$ cat src/rtl/display_scheduler_if.sv
// Bundle between the display requesters and the scheduler.
// master = requester side, slave = scheduler side.
interface display_scheduler_if #(
    parameter int NREQ = 4
);
    logic [NREQ-1:0]      req;
    logic [16*NREQ-1:0]   value;
    logic [NREQ-1:0]      grant;
    logic [1:0]           owner;
    logic [15:0]          disp_value;
    logic                 disp_blank;
    logic                 switch_pulse;

    modport master (
        output req, value,
        input  grant, owner, disp_value, disp_blank, switch_pulse
    );

    modport slave (
        input  req, value,
        output grant, owner, disp_value, disp_blank, switch_pulse
    );
endinterface

$ cat src/rtl/display_scheduler.sv
// Round-robin owner scheduler for the shared 4-digit display, with minimum dwell
// and a blanking gap between owners. Define DISP_SCHED_PRIO_EN for requester-0 priority.
module display_scheduler #(
    parameter int          NREQ  = 4,
    parameter logic [15:0] DWELL = 16'd5000,
    parameter logic [7:0]  BLANK = 8'd4
) (
    input logic          clk,
    input logic          rst,
    display_scheduler_if.slave bus
);

    typedef enum logic [1:0] {
        S_IDLE  = 2'd0,
        S_DWELL = 2'd1,
        S_OPEN  = 2'd2,
        S_BLANK = 2'd3
    } state_t;

    localparam logic [15:0] DWELL_LAST = DWELL - 16'd1;
    localparam logic [7:0]  BLANK_LAST = BLANK - 8'd1;

    state_t            state_q, state_d;
    logic [NREQ-1:0]   grant_q, grant_d;
    logic [1:0]        owner_q, owner_d;
    logic [1:0]        ptr_q, ptr_d;
    logic [1:0]        next_q, next_d;
    logic [15:0]       dwell_q, dwell_d;
    logic [7:0]        blank_q, blank_d;
    logic [15:0]       disp_value_q, disp_value_d;
    logic              disp_blank_q;
    logic              switch_q, switch_d;

    logic [3:0]        req_pad;
    logic [3:0]        grant_pad;
    logic [63:0]       value_pad;
    logic [2:0]        pick_all;
    logic [2:0]        pick_other;
    logic              do_grant, do_switch;
    logic [1:0]        grant_idx, switch_idx;
    logic [3:0]        onehot;

    // Returns {found, index}: first asserted request at or after start, wrapping.
    function automatic logic [2:0] rr_pick(input logic [3:0] r, input logic [1:0] start);
        logic [2:0] pick;
        int j;
        pick = 3'b000;
        for (int i = NREQ - 1; i >= 0; i--) begin
            j = int'(start) + i;
            if (j >= NREQ) j = j - NREQ;
            if (r[2'(j)]) pick = {1'b1, 2'(j)};
        end
`ifdef DISP_SCHED_PRIO_EN
        if (r[0]) pick = 3'b100;
`endif
        return pick;
    endfunction

    assign req_pad    = 4'(bus.req);
    assign grant_pad  = 4'(grant_q);
    assign value_pad  = 64'(bus.value);
    assign pick_all   = rr_pick(req_pad, ptr_q);
    // The current owner is masked so a switch always lands on someone else.
    assign pick_other = rr_pick(req_pad & ~grant_pad, ptr_q);

    always_comb begin
        state_d      = state_q;
        grant_d      = grant_q;
        owner_d      = owner_q;
        ptr_d        = ptr_q;
        next_d       = next_q;
        dwell_d      = dwell_q;
        blank_d      = blank_q;
        disp_value_d = disp_value_q;
        switch_d     = 1'b0;
        do_grant     = 1'b0;
        grant_idx    = 2'd0;
        do_switch    = 1'b0;
        switch_idx   = 2'd0;
        onehot       = 4'b0000;

        case (state_q)
            S_IDLE: begin
                if (pick_all[2]) begin
                    do_grant  = 1'b1;
                    grant_idx = pick_all[1:0];
                end
            end
            S_DWELL, S_OPEN: begin
                if (!req_pad[owner_q]) begin
                    if (pick_other[2]) begin
                        do_switch  = 1'b1;
                        switch_idx = pick_other[1:0];
                    end else begin
                        state_d = S_IDLE;
                        grant_d = '0;
                    end
                end
`ifdef DISP_SCHED_PRIO_EN
                else if (owner_q != 2'd0 && req_pad[0]) begin
                    do_switch  = 1'b1;
                    switch_idx = 2'd0;
                end
`endif
                // The last dwell cycle already follows the open-state rules.
                else if (state_q == S_OPEN || dwell_q == DWELL_LAST) begin
                    if (pick_other[2]) begin
                        do_switch  = 1'b1;
                        switch_idx = pick_other[1:0];
                    end else begin
                        state_d = S_OPEN;
                    end
                end else begin
                    dwell_d = dwell_q + 16'd1;
                end
            end
            S_BLANK: begin
                if (blank_q == BLANK_LAST) begin
                    if (req_pad[next_q]) begin
                        do_grant  = 1'b1;
                        grant_idx = next_q;
                    end else if (pick_all[2]) begin
                        do_grant  = 1'b1;
                        grant_idx = pick_all[1:0];
                    end else begin
                        state_d = S_IDLE;
                    end
                end else begin
                    blank_d = blank_q + 8'd1;
                end
            end
            default: begin
                state_d = S_IDLE;
                grant_d = '0;
            end
        endcase

        if (do_switch) begin
            if (BLANK == 8'd0) begin
                do_grant  = 1'b1;
                grant_idx = switch_idx;
            end else begin
                state_d = S_BLANK;
                grant_d = '0;
                next_d  = switch_idx;
                blank_d = 8'd0;
            end
        end

        if (do_grant) begin
            onehot   = 4'b0001 << grant_idx;
            state_d  = S_DWELL;
            grant_d  = onehot[NREQ-1:0];
            owner_d  = grant_idx;
            ptr_d    = (int'(grant_idx) == NREQ - 1) ? 2'd0 : grant_idx + 2'd1;
            dwell_d  = 16'd0;
            switch_d = 1'b1;
        end

        if (grant_d != '0) disp_value_d = value_pad[{owner_d, 4'b0000} +: 16];
    end

    always_ff @(posedge clk or negedge rst) begin
        if (!rst) begin
            state_q      <= S_IDLE;
            grant_q      <= '0;
            owner_q      <= 2'd0;
            ptr_q        <= 2'd0;
            next_q       <= 2'd0;
            dwell_q      <= 16'd0;
            blank_q      <= 8'd0;
            disp_value_q <= 16'h0000;
            disp_blank_q <= 1'b1;
            switch_q     <= 1'b0;
        end else begin
            state_q      <= state_d;
            grant_q      <= grant_d;
            owner_q      <= owner_d;
            ptr_q        <= ptr_d;
            next_q       <= next_d;
            dwell_q      <= dwell_d;
            blank_q      <= blank_d;
            disp_value_q <= disp_value_d;
            disp_blank_q <= (grant_d == '0);
            switch_q     <= switch_d;
        end
    end

    assign bus.grant        = grant_q;
    assign bus.owner        = owner_q;
    assign bus.disp_value   = disp_value_q;
    assign bus.disp_blank   = disp_blank_q;
    assign bus.switch_pulse = switch_q;

endmodule

$ cat src/flat_wrapper.sv
// flat-port wrapper written by rule: the top's interface ports become plain ports
module display_scheduler_flat 
#(
    parameter int          NREQ  = 4,
    parameter logic [15:0] DWELL = 16'd5000,
    parameter logic [7:0]  BLANK = 8'd4
)
  (clk, rst, bus_req, bus_value, bus_grant, bus_owner, bus_disp_value, bus_disp_blank, bus_switch_pulse);
  display_scheduler_if #(.NREQ(NREQ)) bus_i ();
  input logic clk;
  input logic rst;
  input wire logic [$bits(bus_i.req)-1:0] bus_req;
  input wire logic [$bits(bus_i.value)-1:0] bus_value;
  output wire logic [$bits(bus_i.grant)-1:0] bus_grant;
  output wire logic [$bits(bus_i.owner)-1:0] bus_owner;
  output wire logic [$bits(bus_i.disp_value)-1:0] bus_disp_value;
  output wire logic [$bits(bus_i.disp_blank)-1:0] bus_disp_blank;
  output wire logic [$bits(bus_i.switch_pulse)-1:0] bus_switch_pulse;
  assign bus_i.req = bus_req;
  assign bus_i.value = bus_value;
  assign bus_grant = bus_i.grant;
  assign bus_owner = bus_i.owner;
  assign bus_disp_value = bus_i.disp_value;
  assign bus_disp_blank = bus_i.disp_blank;
  assign bus_switch_pulse = bus_i.switch_pulse;
  display_scheduler #(.NREQ(NREQ), .DWELL(DWELL), .BLANK(BLANK)) u_core (.clk(clk), .rst(rst), .bus(bus_i));
endmodule
$ cat config.mk
export PLATFORM = sky130hd
export DESIGN_NAME = display_scheduler_flat
export DESIGN_NICKNAME = d
export VERILOG_FILES = /design/src/rtl/display_scheduler_if.sv /design/src/rtl/display_scheduler.sv /design/src/flat_wrapper.sv
export SDC_FILE = /design/constraint.sdc
export NUM_CORES = 1
export LEC_CHECK = 0
export CAP_MARGIN = 40
export CORE_ASPECT_RATIO = 1.5
export CORE_MARGIN = 2
export CORE_UTILIZATION = 60
export CTS_BUF_LIST = sky130_fd_sc_hd__clkbuf_8
export CTS_CLUSTER_DIAMETER = 200
export DETAILED_ROUTE_END_ITERATION = 8
export DONT_BUFFER_PORTS = 1
export PLACE_DENSITY = 0.84
export SLEW_MARGIN = 30
export SYNTH_ARGS = -nofsm -noshare
export SYNTH_HDL_FRONTEND = slang
export SYNTH_SLANG_ARGS = --single-unit
$ cat constraint.sdc
create_clock -name clk -period 3.2 [get_ports clk]
set_input_delay 0.64 -clock clk [delete_from_list [all_inputs] [get_ports clk]]
set_output_delay 0.64 -clock clk [all_outputs]
set_load 0.02 [all_outputs]
==> results of run 1 <==
==> power by group through the flow <==
stage	logic [mW]	registers (mW)	clock network, mW
floorplan	1.39	1.20	0
global route	2.29	1.28	0.512
finish	2.10	1.26	0.477
detailed placement	1.79	1.26	0
global placement	1.70	1.26	0
CTS	1.91	1.25	0.486
==> cell usage in the layout (no fill, tap or decap), drive strengths merged, types with 2 or more instances in the layout <==
cell type / Yosys / final
dfrtp: 53 / 53
mux2i: 38 / 38
buf: 8 / 33
inv: 31 / 32
nor2: 30 / 30
nand2: 23 / 23
a222oi: 16 / 16
nand3: 12 / 12
nand2b: 10 / 10
xor2: 10 / 10
ha: 10 / 10
xnor2: 9 / 9
nand4: 8 / 8
clkbuf: 7 / 7
a21oi: 7 / 7
a211oi: 6 / 6
o21ai: 6 / 6
nor2b: 4 / 4
a22o: 4 / 4
nor3: 4 / 4
nor4: 4 / 4
a31oi: 3 / 3
a21boi: 2 / 2
and2: 2 / 2
o211ai: 2 / 2
a21o: 2 / 2
o41a: 2 / 2
or4b: 2 / 2
and3: 2 / 2
o22ai: 2 / 2
o221ai: 2 / 2
dlygate4sd3: 0 / 2
or2: 2 / 2
a311oi: 2 / 2
==> critical path: stages (launching register included) <==
cell	delay, ps
sky130_fd_sc_hd__dfrtp_2	430
sky130_fd_sc_hd__mux2i_2	250
sky130_fd_sc_hd__mux2i_1	110
sky130_fd_sc_hd__o41ai_2	390
sky130_fd_sc_hd__nand2_1	110
sky130_fd_sc_hd__a21o_1	190
sky130_fd_sc_hd__buf_6	130
sky130_fd_sc_hd__ha_1	220
sky130_fd_sc_hd__nor4_4	220
sky130_fd_sc_hd__nor3_2	110
sky130_fd_sc_hd__a31oi_2	190
sky130_fd_sc_hd__buf_4	150
sky130_fd_sc_hd__a311oi_4	50
sky130_fd_sc_hd__buf_12	170
sky130_fd_sc_hd__a222oi_1	360
==> area by class of cell <==
type                    instances  area [um^2]
clock buffers                   6        82.58
clock inverters                 2        33.78
fillers                       371         1519
inverters                      31        118.9
multi-input cells             238         1879
flip-flops and latches         54         1354
well taps                      70        87.58
repair buffers                 36        334.1
==> through the flow <==
step                      TNS [ps]  std cells  setup slack [ps]  util, %
after floorplan                  0        338             54.67        -
after global placement       -2185        418            -201.1    65.63
after detailed placement    -642.2        418            -95.51    65.90
after CTS                        0        429             30.68    68.96
after global routing         -1525        437            -170.8    71.92
final                       -14.04        437            -14.04    71.92
==> kinds of logic after synthesis <==
kind of cell / after synthesis / share of synthesized area (%)
AOI/OAI and AO/OA: 61 / 15.49
xor gates and xnor gates: 19 / 4.989
adders and majority gates: 10 / 3.751
buffers and inverters: 46 / 6.076
DFF: 54 / 40.55
muxes: 40 / 12.42
and+or+nand+nor: 108 / 16.73
==> routing by layer <==
metal / vias up / track usage, % / share of wire (%)
met5: - / 0 / 0
li1: 1282 / - / -
met1: 1366 / 29.66 / 36
met4: 0 / 9.574 / 2.5
met2: 171 / 48.45 / 54
met3: 23 / 5.195 / 7.1
==> registers in the layout, indices dropped and copies added (netlist names), 2 cells and up <==
register	flops
u_core.bus.grant	4
u_core.bus.disp_value	16
u_core.blank_q	8
u_core.next_q	2
u_core.dwell_q	16
u_core.ptr_q	2
u_core.bus.owner	2
u_core.state_q	2
==> worst paths after layout <==
check | startpoint | endpoint | slack (ps) | cells after the start
setup / recovery | u_core.next_q[0] | u_core.bus.disp_value[2] | -10 | 14
hold / removal | rst | u_core.dwell_q[0] | 150 | 1
setup reg to reg | u_core.next_q[0] | u_core.bus.disp_value[2] | -10 | 14
hold reg to reg | u_core.dwell_q[15] | u_core.dwell_q[15] | 550 | 2
max in group asynchronous | rst | u_core.bus.disp_value[1] | 1920 | 1
min in group clk | u_core.dwell_q[15] | u_core.dwell_q[15] | 550 | 2
==> repair_timing <==
item	4_1_cts	5_1_grt
endpoints found under the setup margin	2	16
hold buffers	0	3
endpoints found under the hold margin	0	30
cloned	0	1
gates resized for setup	2	17
buffers inserted	3	4
pin swaps	1	11
==> key figures, run 1 <==
Clocking
  • CTS Root Cell: sky130_fd_sc_hd__clkbuf_8
  • Clock-pin transition on the worst setup and hold timing paths: 100 ps
  • Insertion delay to the later sink of the worst-skew pair: 310 ps
  • CTS Buffer Depth: 2
  • Clock buffer count from CTS: 5
  • Clock tree sinks: 54
  • Maximum level of the CTS H-tree: 2
  • Clock tree from TritonCTS: built

Synth
  • Async set-reset flop share out of synthesis: 100.0%
  • EDFF count, synth: 0
  • Synth cell count leaders: sky130_fd_sc_hd__dfrtp_1, sky130_fd_sc_hd__mux2i_1, sky130_fd_sc_hd__inv_1, sky130_fd_sc_hd__nor2_1, sky130_fd_sc_hd__nand2_1
  • Syn_nets: 418
  • Synthesized cell area: 3336 um^2
  • Syn Area/Cell: 9.869 um^2
  • Synthesis-stage register bit count: 54
  • Post-synthesis cell type with the largest combined area: sky130_fd_sc_hd__dfrtp_1
  • Synthesis warning total: 0
  • Cells after synthesis: 338
  • Count of different cell masters after synthesis: 56
  • Area share of the leading cell type in the synthesized netlist: 39.76%
  • Sequential area share after synthesis: 40.55%
  • Cell types with the largest area share after synthesis: sky130_fd_sc_hd__dfrtp_1, sky130_fd_sc_hd__mux2i_1, sky130_fd_sc_hd__a222oi_1
  • Most common cell in the netlist: sky130_fd_sc_hd__dfrtp_1
  • Most frequently used flop master after synthesis: sky130_fd_sc_hd__dfrtp_1

Power
  • Clock network fraction of design power: 12.4%
  • Switching power share of the total: 44.94%
  • Leak: 1.886 nW
  • Combinational fraction of design power: 54.7%
  • Maximum vdd ir drop: 0.0007249 V
  • Switching Power: 1.723 mW
  • Power Density: 985.3 nW/um^2
  • Internal: 2.110 mW
  • Sequential share of power: 32.8%
  • Overall power of the completed layout: 3.833 mW

Global routing
  • Overall global routing resource usage: 26.27%
  • First-pass GRT wire length: 12620 um
  • Overflow after GRT: 0
  • Number of antenna violations at the first check in global routing: 0
  • Largest net degree at the start of global routing: 55
  • Via count of the first global-routing pass: 2718

STA
  • Final-report hold violation count: 0
  • Final cycle utilization of the critical path: 100.4%
  • Clock period minus final worst setup slack: 3214 ps
  • RSZ-0062 raised after global routing: yes
  • Final setup violation count: 1
  • Slew HR: 52.19%
  • Post-route worst hold slack: 146.4 ps
  • Worst Max-Slew Pin Slew: 714.8 ps
  • Post-layout worst setup margin: -14.04 ps
  • Final slew viol count: 0
  • FMAX: 311.1 MHz
  • Clk_skew: 5.583 ps

Drt
  • Count of vias placed by the detailed router: 2842
  • Routed vias/inst: 6.503
  • Final routed wirelength across all metal layers: 8490 um
  • Count of routing violations after the opening detailed-route iteration: 287
  • Per-cell routed wire length: 19.43 um
  • Number of iterations in the first detailed-routing pass: 6
  • DR DRC count: 0
  • Routed Antenna Nets: 0

Worst setup path
  • Setup crit start kind: register
  • CP max FO: 8
  • Type of the worst setup path: reg2reg
  • Endpoint kind of the worst setup timing path: register
  • Required arrival time at the worst endpoint: 3380 ps
  • Worst EP arrival: 3400 ps

Place
  • Placed Area: 3565 um^2
  • Buffers on Ports: 0
  • Hpwl dp: 5614 um
  • GPL Wtd Cong: 0.8933

Floorplanning
  • Die Area: 6184 um^2
  • Placeable core region: 5409 um^2
  • Die height: 95.32 um
  • Width of the die: 64.88 um
  • Count of standard-cell rows: 33
  • Count of boundary I/O pins: 94
  • Initial core utilization: 61.67%

Layout
  • Area overhead of the layout relative to synthesis: 16.62%
  • Cell area after layout: 3890 um^2
  • Number of nets in the final layout: 446
  • Antenna Cells: 0
  • Share of layout cells above drive strength 1: 17.44%

Run
  • Count of maximum capacitance violations: 0

Worst hold path
  • Worst min-delay path class: in2async

Status
  • Run status: finished, violations left
  • Violations in the final reports: setup timing
Power figures use the tool's default switching activity.
==> inputs of run 2 (changes only) <==
--- a/config.mk
+++ b/config.mk
@@ -8,12 +8,12 @@
 export CAP_MARGIN = 40
 export CORE_ASPECT_RATIO = 1.5
 export CORE_MARGIN = 2
-export CORE_UTILIZATION = 60
+export CORE_UTILIZATION = 45
 export CTS_BUF_LIST = sky130_fd_sc_hd__clkbuf_8
 export CTS_CLUSTER_DIAMETER = 200
 export DETAILED_ROUTE_END_ITERATION = 8
 export DONT_BUFFER_PORTS = 1
-export PLACE_DENSITY = 0.84
+export PLACE_DENSITY = 0.67
 export SLEW_MARGIN = 30
 export SYNTH_ARGS = -nofsm -noshare
 export SYNTH_HDL_FRONTEND = slang
==> key figures, run 2 (synthesis gave the netlist of run 1 again) <==
Status
  • Run status: complete, no violations (was finished, violations left)

STA
  • Clock period minus final worst setup slack: 2970 ps (was 3214 ps)
  • Worst Max-Slew Pin Slew: 729.0 ps (was 714.8 ps)
  • Clk_skew: 6.533 ps (was 5.583 ps)
  • RSZ-0062 raised after global routing: yes (unchanged)
  • FMAX: 336.7 MHz (was 311.1 MHz)
  • Final-report hold violation count: 0 (unchanged)
  • Final slew viol count: 0 (unchanged)
  • Final cycle utilization of the critical path: 92.82% (was 100.4%)
  • Slew HR: 51.24% (was 52.19%)
  • Post-route worst hold slack: 22.92 ps (was 146.4 ps)
  • Final setup violation count: 0 (was 1)

Floorplanning
  • Die Area: 8131 um^2 (was 6184 um^2)
  • Placeable core region: 7227 um^2 (was 5409 um^2)
  • Width of the die: 74.30 um (was 64.88 um)
  • Count of boundary I/O pins: 94 (unchanged)
  • Die height: 109.4 um (was 95.32 um)
  • Initial core utilization: 46.16% (was 61.67%)
  • Count of standard-cell rows: 38 (was 33)

Clocking
  • CTS Root Cell: sky130_fd_sc_hd__clkbuf_8 (unchanged)
  • CTS Buffer Depth: 2 (unchanged)
  • Maximum level of the CTS H-tree: 2 (unchanged)
  • Clock buffer count from CTS: 5 (unchanged)
  • Clock tree from TritonCTS: built (unchanged)
  • Clock tree sinks: 54 (unchanged)
  • Clock-pin transition on the worst setup and hold timing paths: 100 ps (about the same)
  • Insertion delay to the later sink of the worst-skew pair: 300 ps (was 310 ps)

Layout
  • Number of nets in the final layout: 444 (was 446)
  • Most frequent cells in the layout: sky130_fd_sc_hd__dfrtp_1, sky130_fd_sc_hd__mux2i_1, sky130_fd_sc_hd__nor2_1, sky130_fd_sc_hd__inv_1, sky130_fd_sc_hd__buf_4 (unchanged)
  • Most common library cell in the layout ignoring fill and taps: sky130_fd_sc_hd__dfrtp_1 (unchanged)
  • Antenna Cells: 0 (unchanged)
  • Core Util, Final: 53.36% (was 71.92%)
  • Area overhead of the layout relative to synthesis: 15.60% (was 16.62%)
  • Non-filler cells, final: 465 (was 437)
  • Share of layout cells above drive strength 1: 15.89% (was 17.44%)

Worst setup path
  • CP max FO: 16 (was 8)
  • Required arrival time at the worst endpoint: 3400 ps (was 3380 ps)
  • Type of the worst setup path: reg2reg (unchanged)
  • Count of cells along the worst register-to-register path: 13 (was 14)
  • Setup slack of the worst register-to-register path: 230 ps (was -10 ps)
  • Reg-to-Reg Start: u_core.next_q[0] (unchanged)
  • Worst EP arrival: 3170 ps (was 3400 ps)
  • Setup crit start kind: register (unchanged)
  • Critical R2R Capture: u_core.bus.disp_value[14] (was u_core.bus.disp_value[2])
  • Endpoint kind of the worst setup timing path: register (unchanged)

Power
  • Switching power share of the total: 42.87% (was 44.94%)
  • Internal: 2.139 mW (was 2.110 mW)
  • Power Density: 971.0 nW/um^2 (was 985.3 nW/um^2)
  • Leak: 1.878 nW (was 1.886 nW)
  • Switching Power: 1.605 mW (was 1.723 mW)
  • Clock network fraction of design power: 14.8% (was 12.4%)
  • Sequential share of power: 33.2% (was 32.8%)
  • Combinational fraction of design power: 52.0% (was 54.7%)
  • Overall power of the completed layout: 3.744 mW (was 3.833 mW)
  • Maximum vdd ir drop: 0.0005986 V (was 0.0007249 V)

Place
  • Buffers on Ports: 0 (unchanged)
  • Hpwl dp: 5665 um (was 5614 um)
  • GPL Wtd Cong: 0.8874 (was 0.8933)
  • Cell total after placement: 449 (was 418)

Drt
  • Count of routing violations after the opening detailed-route iteration: 218 (was 287)
  • Number of iterations in the first detailed-routing pass: 6 (unchanged)
  • Final routed wirelength across all metal layers: 7709 um (was 8490 um)
  • Routed vias/inst: 5.673 (was 6.503)
  • DR DRC count: 0 (unchanged)
  • Count of vias placed by the detailed router: 2638 (was 2842)
  • Per-cell routed wire length: 16.58 um (was 19.43 um)
  • Routed Antenna Nets: 0 (unchanged)

Worst hold path
  • Worst min-delay path class: in2async (unchanged)

Global routing
  • Number of antenna violations at the first check in global routing: 0 (unchanged)
  • Via count of the first global-routing pass: 2554 (was 2718)
  • Overflow after GRT: 0 (unchanged)
  • First-pass GRT wire length: 11720 um (was 12620 um)
  • Overall global routing resource usage: 18.62% (was 26.27%)
  • Largest net degree at the start of global routing: 55 (unchanged)

Run
  • Count of maximum capacitance violations: 0 (unchanged)
[run 2: repair_timing]
item | 4_1_cts | 5_1_grt
endpoints found under the hold margin | 0 | 16
setup buffers | 0 | 5
gates resized for setup | 1 | 11
setup endpoints to repair | 10 | 16
hold buffers | 0 | 2
gates cloned | 0 | 1
pin swaps | 0 | 7
[run 2: final cells by class]
class	count	area, um^2
fill	681	3371
multi-input combinational	238	1842
sequential	54	1354
timing repair buffer	34	276.5
tap	100	125.1
inverter	31	116.4
clock buffer	6	82.58
clock inverter	2	60.06
[run 2: power groups by stage]
stage | clock network (mW) | logic (mW) | registers [mW]
after floorplan | 0 | 1.39 | 1.20
final | 0.553 | 1.95 | 1.24
after global placement | 0 | 1.76 | 1.25
after CTS | 0.573 | 1.81 | 1.24
after detailed placement | 0 | 1.80 | 1.26
after global routing | 0.597 | 2.15 | 1.27
[run 2: worst max path at each step]
stage	start	end	slack [ps]	depth (start not counted)
after global routing	u_core.next_q[0]	u_core.bus.disp_value[11]	-50	13
final	u_core.next_q[0]	u_core.bus.disp_value[14]	230	13
after global placement	bus_req[3]	u_core.bus.disp_value[14]	-180	12
after floorplan	bus_req[1]	u_core.bus.disp_value[5]	50	13
after CTS	u_core.next_q[0]	u_core.bus.disp_value[4]	80	13
after detailed placement	bus_req[3]	u_core.bus.disp_value[13]	-40	13
[run 2: through the flow]
step	cell area [um^2]	setup slack, ps	setup TNS, ps
after global routing	3856	-45.44	-142.5
after CTS	3741	83.34	0
after global placement	3587	-181.3	-1864
final	3856	229.9	0
after floorplan	3348	54.67	0
after detailed placement	3598	-43.14	-117.0
[run 2: worst max-delay path, cell delays in order, from the launching register on]
cell,delay (ps)
sky130_fd_sc_hd__dfrtp_2,430
sky130_fd_sc_hd__mux2i_2,270
sky130_fd_sc_hd__mux2i_1,120
sky130_fd_sc_hd__o41ai_2,330
sky130_fd_sc_hd__nand2_1,130
sky130_fd_sc_hd__a21o_1,190
sky130_fd_sc_hd__buf_4,140
sky130_fd_sc_hd__ha_4,150
sky130_fd_sc_hd__nor4_2,220
sky130_fd_sc_hd__nor3_1,90
sky130_fd_sc_hd__a31oi_2,220
sky130_fd_sc_hd__buf_4,180
sky130_fd_sc_hd__a21oi_4,80
sky130_fd_sc_hd__a222oi_1,320
[run 2: routing by layer]
layer | GRT usage [%] | vias to the layer above | routed length, um
met5 | 0 | - | 0
met4 | 5.485 | 0 | 78
met1 | 22.75 | 1274 | 3193
met2 | 32.72 | 86 | 4018
met3 | 3.850 | 4 | 418
li1 | - | 1274 | -
==> inputs of run 3 (changes only) <==
--- a/config.mk
+++ b/config.mk
@@ -18,3 +18,4 @@
 export SYNTH_ARGS = -nofsm -noshare
 export SYNTH_HDL_FRONTEND = slang
 export SYNTH_SLANG_ARGS = --single-unit
+export TNS_END_PERCENT = 20
==> results of run 3 <==
Final layout, timing and power as in run 2 (identical DEF).
